$ cat config.mk
export PLATFORM = sky130hd
export DESIGN_NAME = add_row_sched
export DESIGN_NICKNAME = d
export VERILOG_FILES = /design/src/rtl/add_row_sched.sv
export SDC_FILE = /design/constraint.sdc
export NUM_CORES = 2
export LEC_CHECK = 0
export ABC_AREA = 1
export CAP_MARGIN = 25
export CORE_AREA = 2 2 609 611
export CTS_BUF_LIST = sky130_fd_sc_hd__clkbuf_8
export CTS_CLUSTER_SIZE = 24
export DETAILED_ROUTE_END_ITERATION = 12
export DIE_AREA = 0 0 611 613
export GPL_TIMING_DRIVEN = 0
export PLACE_DENSITY = 0.35
export SYNTH_ARGS = -nofsm -noshare
export SYNTH_HDL_FRONTEND = slang
export SYNTH_SLANG_ARGS = --single-unit
$ cat constraint.sdc
create_clock -name clk -period 2.44 [get_ports clk]
set_input_delay 0.488 -clock clk [delete_from_list [all_inputs] [get_ports clk]]
set_output_delay 0.488 -clock clk [all_outputs]
set_load 0.02 [all_outputs]
$ cat src/rtl/add_row_sched.sv
// add_row_sched
//
// Sequencing controller for the residual Add stage. A single LANES-wide
// element-wise adder is time-multiplexed across every beat of a tensor pair.
// Both operand buffers are read in lock-step. The lane-wise sums are queued
// in a 2-entry output FIFO and handed downstream under valid/ready.
//
// Ports:
//   clk        rising-edge clock
//   rst_n      asynchronous active-low reset
//   start      begin one operation (sampled only while idle)
//   busy       high while an operation is in progress
//   done       one-cycle pulse once the final sum beat has been accepted
//   rd_en      read request to both operand buffers
//   rd_addr    operand beat address, row-major
//   rd_data_a  operand A beat, valid the cycle after rd_en
//   rd_data_b  operand B beat, valid the cycle after rd_en
//   wr_valid   sum beat available at the FIFO head
//   wr_ready   downstream accepts the head beat
//   wr_addr    address of the head sum beat
//   wr_data    head sum beat, lane i at bits [(i+1)*WIDTH-1 : i*WIDTH]

module add_row_sched #(
    parameter  int ROW_NUM   = 128,
    parameter  int DIMENTION = 768,
    parameter  int LANES     = 64,
    parameter  int WIDTH     = 8,
    localparam int BEATS     = ROW_NUM * DIMENTION / LANES,
    localparam int AW        = $clog2(BEATS)
) (
    input  logic                   clk,
    input  logic                   rst_n,
    input  logic                   start,
    output logic                   busy,
    output logic                   done,
    output logic                   rd_en,
    output logic [AW-1:0]          rd_addr,
    input  logic [LANES*WIDTH-1:0] rd_data_a,
    input  logic [LANES*WIDTH-1:0] rd_data_b,
    output logic                   wr_valid,
    input  logic                   wr_ready,
    output logic [AW-1:0]          wr_addr,
    output logic [LANES*WIDTH-1:0] wr_data
);

    localparam int DW = LANES * WIDTH;
    localparam logic [AW-1:0] LAST_ADDR = AW'(BEATS - 1);

    typedef enum logic [1:0] {
        IDLE,
        RUN,
        DRAIN
    } state_t;

    state_t           state;
    state_t           state_next;

    logic [AW-1:0]    addr_cnt;
    logic             inflight;
    logic [AW-1:0]    inflight_addr;

    logic [AW+DW-1:0] fifo_mem [2];
    logic             fifo_head;
    logic             fifo_tail;
    logic [1:0]       fifo_count;

    logic [DW-1:0]    sum;
    logic             pop;
    logic             push;
    logic [2:0]       occupancy;
    logic             slot_free;

    assign rd_addr  = addr_cnt;
    assign busy     = (state != IDLE);
    assign wr_valid = (fifo_count != 2'd0);
    assign wr_addr  = fifo_mem[fifo_head][AW+DW-1:DW];
    assign wr_data  = fifo_mem[fifo_head][DW-1:0];

    assign pop  = wr_valid & wr_ready;
    assign push = inflight;

    // Slots that will be taken once everything already requested lands.
    // A new read is allowed only if one slot is still free after that, so
    // the returning beat always finds room in the FIFO.
    assign occupancy = {1'b0, fifo_count} + {2'b00, inflight} - {2'b00, pop};
    assign slot_free = (occupancy < 3'd2);

    // Lane-wise wrapping add; WIDTH-bit truncation gives two's complement wrap.
    always_comb begin
        sum = '0;
        for (int i = 0; i < LANES; i++) begin
            sum[i*WIDTH +: WIDTH] = rd_data_a[i*WIDTH +: WIDTH] + rd_data_b[i*WIDTH +: WIDTH];
        end
    end

    always_ff @(posedge clk or negedge rst_n) begin
        if (!rst_n) begin
            state <= IDLE;
        end else begin
            state <= state_next;
        end
    end

    // RUN leaves as soon as the last address has been requested; DRAIN
    // waits for both the read pipe and the FIFO to empty before finishing.
    always_comb begin
        state_next = state;
        rd_en      = 1'b0;
        done       = 1'b0;
        case (state)
            IDLE: begin
                if (start) begin
                    state_next = RUN;
                end
            end
            RUN: begin
                rd_en = slot_free;
                if (slot_free && (addr_cnt == LAST_ADDR)) begin
                    state_next = DRAIN;
                end
            end
            DRAIN: begin
                if ((fifo_count == 2'd0) && !inflight) begin
                    done       = 1'b1;
                    state_next = IDLE;
                end
            end
            default: begin
                state_next = IDLE;
            end
        endcase
    end

    // The address restarts from zero on every accepted start and parks on
    // the last beat rather than wrapping.
    always_ff @(posedge clk or negedge rst_n) begin
        if (!rst_n) begin
            addr_cnt <= '0;
        end else if ((state == IDLE) && start) begin
            addr_cnt <= '0;
        end else if (rd_en && (addr_cnt != LAST_ADDR)) begin
            addr_cnt <= addr_cnt + 1'b1;
        end
    end

    // Remember which address the returning operand data belongs to.
    always_ff @(posedge clk or negedge rst_n) begin
        if (!rst_n) begin
            inflight      <= 1'b0;
            inflight_addr <= '0;
        end else begin
            inflight <= rd_en;
            if (rd_en) begin
                inflight_addr <= addr_cnt;
            end
        end
    end

    // Two-entry output FIFO; the sum is pushed unconditionally the cycle
    // its operands return, which the issue rule keeps from overflowing.
    always_ff @(posedge clk or negedge rst_n) begin
        if (!rst_n) begin
            fifo_mem[0] <= '0;
            fifo_mem[1] <= '0;
            fifo_head   <= 1'b0;
            fifo_tail   <= 1'b0;
            fifo_count  <= 2'd0;
        end else begin
            if (push) begin
                fifo_mem[fifo_tail] <= {inflight_addr, sum};
                fifo_tail           <= ~fifo_tail;
            end
            if (pop) begin
                fifo_head <= ~fifo_head;
            end
            fifo_count <= fifo_count + {1'b0, push} - {1'b0, pop};
        end
    end

endmodule

Word level (Yosys, flattened, before mapping)
Cells that the tools add are included.
Storage, ports and cells
  register bits: 1075
  input port bits: 1028
  output and inout bits: 538
  word-level logic and storage cells: 121
Operators by class
  add/sub/neg operators: 69
  magnitude comparators: 4
  equal/unequal tests: 7
  multiplexer cells: 15
  bitwise logic cells: 5
  reductions and logical operators: 12
Operators by type and width (count)
  523-bit 2-to-1 mux: 4
  1046-bit bitwise mux: 1
  523-bit demux with 1-bit select: 1
  8-bit adder: 64
  11-bit 2-to-1 mux: 2
  11-bit by 1-bit adder with 11-bit output (second input constant): 1
  11-bit == test (second input constant): 1
  11-bit inequality test (second input constant): 1
  2-bit 2-to-1 mux: 3
  2-bit inequality test (second input constant): 3
  2-bit case mux with 3 select lines: 1
  2-bit nonzero test: 3
  1-bit logical AND: 5
  2-bit >= comparator (second input constant): 2
  2-bit logical NOT: 2
  1-bit inverter with 2-bit output: 2
  2-bit by 1-bit adder with 3-bit output: 1
  3-bit by 2-bit < comparator with 1-bit output (second input constant): 1
  1-bit 2-to-1 mux: 3
  3-bit AND reduction: 1
  3-bit by 1-bit subtractor with 3-bit output: 1
  2-bit by 1-bit adder with 2-bit output: 1
  2-bit by 1-bit == test with 1-bit output (second input constant): 1
  2-bit == test (second input constant): 1
  other kinds (5): 6

Longest topological paths before layout
  depth after elaboration: 8
  depth in mapped cells: 16
  mapped depth without buffers: 16

Least setup slack after synthesis
No wires, ideal clock.
  path kind: register -> output
  start: register fifo_count[1]
  end: output rd_en
  arrival time: 2.245 ns
  data required time: 1.952 ns
  slack: -0.293 ns
  stages on the path, launching flop included: 12
  buffers on the path: 0
  cell sequence: dfrtp_1 > inv_1 > nand2_1 > nand2_1 > inv_1 > ha_1 > inv_1 > ha_1 > fa_1 > inv_1 > nand3_1 > nor2_1
Between the ends
  longest elaborated chain between the ends: 5
  elaborated cells on any way between the ends: 6
  those cells by class: add/sub (2); order compare (1); mux (1); bitwise (1); reduce/logical (1)
RTL lines
  start, declared: line 65  | logic [1:0] fifo_count;
  start signal, assigned: line 176  | fifo_count <= fifo_count + {1'b0, push} - {1'b0, pop};
  2-bit nonzero test: line 75  | assign wr_valid = (fifo_count != 2'd0);
  named net wr_valid: line 40  | output logic wr_valid,
  1-bit bitwise AND: line 79  | assign pop = wr_valid & wr_ready;
  named net pop: line 68  | logic pop;
  3-bit by 1-bit subtractor with 3-bit output: line 85  | assign occupancy = {1'b0, fifo_count} + {2'b00, inflight} - {2'b00, pop};
  named net occupancy[1]: line 70  | logic [2:0] occupancy;
  3-bit by 2-bit < comparator with 1-bit output: line 86  | assign slot_free = (occupancy < 3'd2);
  1-bit 2-to-1 mux: line 110  | case (state)
  end, declared: line 36  | output logic rd_en,
The timed path passes the listed nets, and every way through them passes these cells.

Worst setup path in the final report
  start: register fifo_count[1]
  end: output rd_en
Between the ends
  longest elaborated chain between the ends: 5
  elaborated cells on any way between the ends: 6
  those cells by class: add/sub (2); order compare (1); mux (1); bitwise (1); reduce/logical (1)
RTL lines (line)
  2-bit nonzero test: 75
  1-bit bitwise AND: 79
  named net pop: 68
  3-bit by 1-bit subtractor with 3-bit output: 85
  named net occupancy[1]: 70
  3-bit by 2-bit < comparator with 1-bit output: 86
  1-bit 2-to-1 mux: 110
The timed path passes the listed nets, and every way through them passes these cells.

==> results.ini <==
[setup_path]
critical_path_required_ns = 1.95
critical_path_arrival_ns = 3.18
crit_fanout = 2
worst_setup_path_end_kind = output pin
critPathTopFamily = adder cells
cp_num_buf_inv = 5
start_kind = register
slowest_delay_ns = 0.48
worst-setup-path-type = reg -> out
timing.critical_path.slowest_stage_cell = sky130_fd_sc_hd__fa_1
timing.critical_path.cells = inv_4 > nand2_8 > nand2_8 > inv_4 > ha_4 > inv_2 > ha_4 > fa_1 > inv_2 > nand3_4 > nor2_4 > buf_12

[job]
cap_violations = 0

[finish]
num-fill-cells = 40400
final_net_count = 13000
post_route_cells_drive_above_1_share_pct = 12.9
fin_area_um2 = 99200
flow.area_growth_from_synthesis_pct = 48.1

[die]
dieArea_um2 = 375000
fp-row-count = 223
core_um2 = 368000
start_util_pct = 18.2
dieHeight_um = 613
die_w_um = 611
num_io_pins = 1566

[route]
antenna_violating_nets_post_route = 0
vias_per_cell = 4.33
remaining_drc_errors = 0
detail_route.wl_per_cell_um = 25.6
detailedRoute.firstIterationViolations = 5389
finalWirelength_um = 422000
firstDrtPassIters = 6
detailroute.via_count = 71400

[synth]
synth_simple_gate_area_share_pct = 32.6
synth_sequential_area_ratio_pct = 40.1
warnings_from_yosys = 0
syn-num-nets = 11000
synth_top_family_by_area = simple AND/OR/NAND/NOR gates
synth_register_bits = 1075
compound_gate_fraction_of_synth_area_pct = 5.56
yosys.area_share.xor_xnor_pct = 3.37
avgSynthCellArea_um2 = 7.12
multiplexer_fraction_of_the_synthesized_cell_area_pct = 0
synth.lib_cells_used.distinct = 24
synth_adder_area_share_pct = 10.4
post-synth-top-area-fraction_pct = 40.1
netlist_top_cells_area = sky130_fd_sc_hd__dfrtp_1 40%, sky130_fd_sc_hd__nand2_1 25%, sky130_fd_sc_hd__ha_1 8.4%, sky130_fd_sc_hd__nand3_1 5.9%, sky130_fd_sc_hd__inv_1 5.6%
netlist_instances = 9410
synth_top_cell_by_area = sky130_fd_sc_hd__dfrtp_1
netlist_area_um2 = 67000

[sta]
finalMaxSlewViolations = 0
final-hold-violation-count = 119
timing.final.crit_share_pct = 151
max_freq_mhz = 272
tightestPinTransition_ns = 1.14
worst_slew_margin_relative_to_its_limit_pct = 23.8
fin_crit_ns = 3.67
fin_worst_hold_slack_ns = -0.597
finalSetupViolCount = 1496
fin_ws_ns = -1.23
setup_repair_after_global_routing_missed_its_margin = yes
finClkSkew_ns = 0.0576

[pwr]
power.static_leakage_nw = 51.7
cellPowerDensity_nw_per_um2 = 1320
total_power_mw = 131
max-vdd-ir-drop_v = 0.000641

[global_route]
grt_start_max_net_pins = 168
grt_pass1_vias = 69500
grt_overall_usage_pct = 21.6
grt_pass1_wl_um = 565000
antenna_found_initial = 200
overflow = 0

[run_status]
outcome = finished with violations
failed_checks = negative hold slack, negative setup slack

[clocking]
cts_root_buffer = sky130_fd_sc_hd__clkbuf_8
clock_sinks = 1075
total_cts_buffers = 224
tritoncts = yes
insertion_delay_ns = 1.04
cts_htree_levels = 4
cts_max_path_buffers = 4
cts.clk_slew.worst_paths_ns = 0.06

[placement]
detailed_place.area_um2 = 89400
hpwl_um = 343000
numPortBuffers = 1565
finalWeightedCongestion = 0.927

[hold_path]
hp-class = in -> async

-- power by group --
part	total, mW	switching, mW	internal, mW
registers	31.4	4.79	26.6
logic	78.3	50.0	28.3
clock network	20.8	9.40	11.4
total	131	64.2	66.3
-- repair_timing --
item | 4_1_cts | 5_1_grt
pin swaps | 5 | 120
resized for setup | 1021 | 2116
setup endpoints to repair | 1520 | 1542
gates cloned | 0 | 17
hold buffers | 2 | 1
setup buffers | 5 | 159
endpoints found under the hold margin | 218 | 103
-- metal layers --
layer	vias up	global-route usage [%]	share of wire (%)	wire length, µm
li1	33600	-	-	-
met1	34900	27.5	43	180000
met2	2366	35.9	47	200000
met3	604	4.19	6.0	25300
met4	18	8.35	4.0	16800
met5	-	0	0.029	122
-- kinds of logic after synthesis --
family / Yosys count
adder cells (fa/ha/maj): 516
buffers and inverters: 1352
AO/OA/AOI/OAI: 744
XOR/XNOR: 258
flip-flops: 1075
AND/OR/NAND/NOR: 5465
-- worst reg2reg max path, delay by kind of cell (launching register included) --
| kind | cells | cell delay (ns) |
|---|---|---|
| buffers and inverters | 5 | 2.39 |
| DFF | 1 | 0.43 |
| AOI/OAI and AO/OA | 1 | 0.19 |
| and+or+nand+nor | 1 | 0.07 |
-- state kept, by name (all words and copies together) (netlist names) --
signal,flops
inflight_addr,11
fifo_head,1
fifo_mem,1046
fifo_count,2
state,2
rd_addr,11
fifo_tail,1
inflight,1
-- worst paths after layout --
path | from | endpoint | slack [ns] | depth (start not counted)
max | fifo_count[1]$_DFF_PN0_ | rd_en | -1.23 | 12
min | rst_n | fifo_mem[619]$_DFFE_PN0P_ | -0.60 | 1
max reg2reg | inflight$_DFF_PN0_ | fifo_mem[867]$_DFFE_PN0P_ | -0.84 | 7
min reg2reg | fifo_mem[553]$_DFFE_PN0P_ | fifo_mem[553]$_DFFE_PN0P_ | 0.48 | 2
max in group asynchronous | rst_n | fifo_mem[872]$_DFFE_PN0P_ | 0.47 | 4
min in group clk | rd_data_b[464] | fifo_mem[987]$_DFFE_PN0P_ | 0.26 | 4
-- cells in the mapped netlist (all sizes together) --
library cell / count
nand4: 138
a21oi: 191
xnor2: 127
clkinv: 1
clkbuf: 195
nor2: 80
dfrtp: 1075
buf: 154
xor2: 131
fa: 65
nand2: 4461
a21o: 1
nand3: 785
nand3b: 1
o21ai: 552
inv: 1002
ha: 451
-- placed cells by master (no fill, tap or decap), types with 7 or more instances in the layout --
master and instances:
sky130_fd_sc_hd__nand2_1 4169, sky130_fd_sc_hd__clkdlybuf4s50_1 1082, sky130_fd_sc_hd__dfrtp_1 1074, sky130_fd_sc_hd__inv_1 1061
sky130_fd_sc_hd__nand3_1 784, sky130_fd_sc_hd__o21ai_0 499, sky130_fd_sc_hd__ha_1 449, sky130_fd_sc_hd__clkbuf_8 290
sky130_fd_sc_hd__buf_6 252, sky130_fd_sc_hd__buf_4 210, sky130_fd_sc_hd__a21oi_1 191, sky130_fd_sc_hd__nand2_2 190
sky130_fd_sc_hd__nand4_1 138, sky130_fd_sc_hd__buf_2 133, sky130_fd_sc_hd__xor2_1 131, sky130_fd_sc_hd__xnor2_1 127
sky130_fd_sc_hd__dlygate4sd2_1 120, sky130_fd_sc_hd__nand2_4 95, sky130_fd_sc_hd__buf_12 85, sky130_fd_sc_hd__diode_2 76
sky130_fd_sc_hd__nor2_1 76, sky130_fd_sc_hd__clkbuf_1 74, sky130_fd_sc_hd__fa_1 65, sky130_fd_sc_hd__buf_8 53
sky130_fd_sc_hd__o21ai_1 53, sky130_fd_sc_hd__clkdlybuf4s15_2 46, sky130_fd_sc_hd__clkinv_2 29, sky130_fd_sc_hd__clkbuf_16 20
sky130_fd_sc_hd__clkbuf_4 18, sky130_fd_sc_hd__buf_16 14, sky130_fd_sc_hd__clkbuf_2 12, sky130_fd_sc_hd__bufinv_16 8
sky130_fd_sc_hd__nand2_8 7
-- area by class of cell --
type / count / area [µm²] / area share [%]
multi-input combinational: 6983 / 36100 / 36.4
sequential: 1075 / 26900 / 27.1
timing repair buffer: 1781 / 18500 / 18.6
tap: 4837 / 6050 / 6.10
clock buffer: 288 / 3960 / 4.00
inverter: 1003 / 3780 / 3.81
buffer: 345 / 2950 / 2.97
clock inverter: 115 / 771 / 0.777
antenna: 76 / 190 / 0.192
timing repair inverter: 1 / 16.3 / 0.0164
-- through the flow --
stage	setup TNS [ns]	std cells	hold WS (ns)	worst slack, ns	util, %
global placement	-	15800	0.462	-52.68	24.1
floorplan	0	9410	0.192	0.0201	-
global route	-1069.31	16500	-0.635	-1.41	27.0
detailed placement	-1424.85	15800	0.465	-1.81	24.3
finish	-833.51	16500	-0.597	-1.23	27.0
CTS	-1219.86	16300	-0.716	-1.41	25.8
Note: power is estimated with default switching activity, not from simulation.
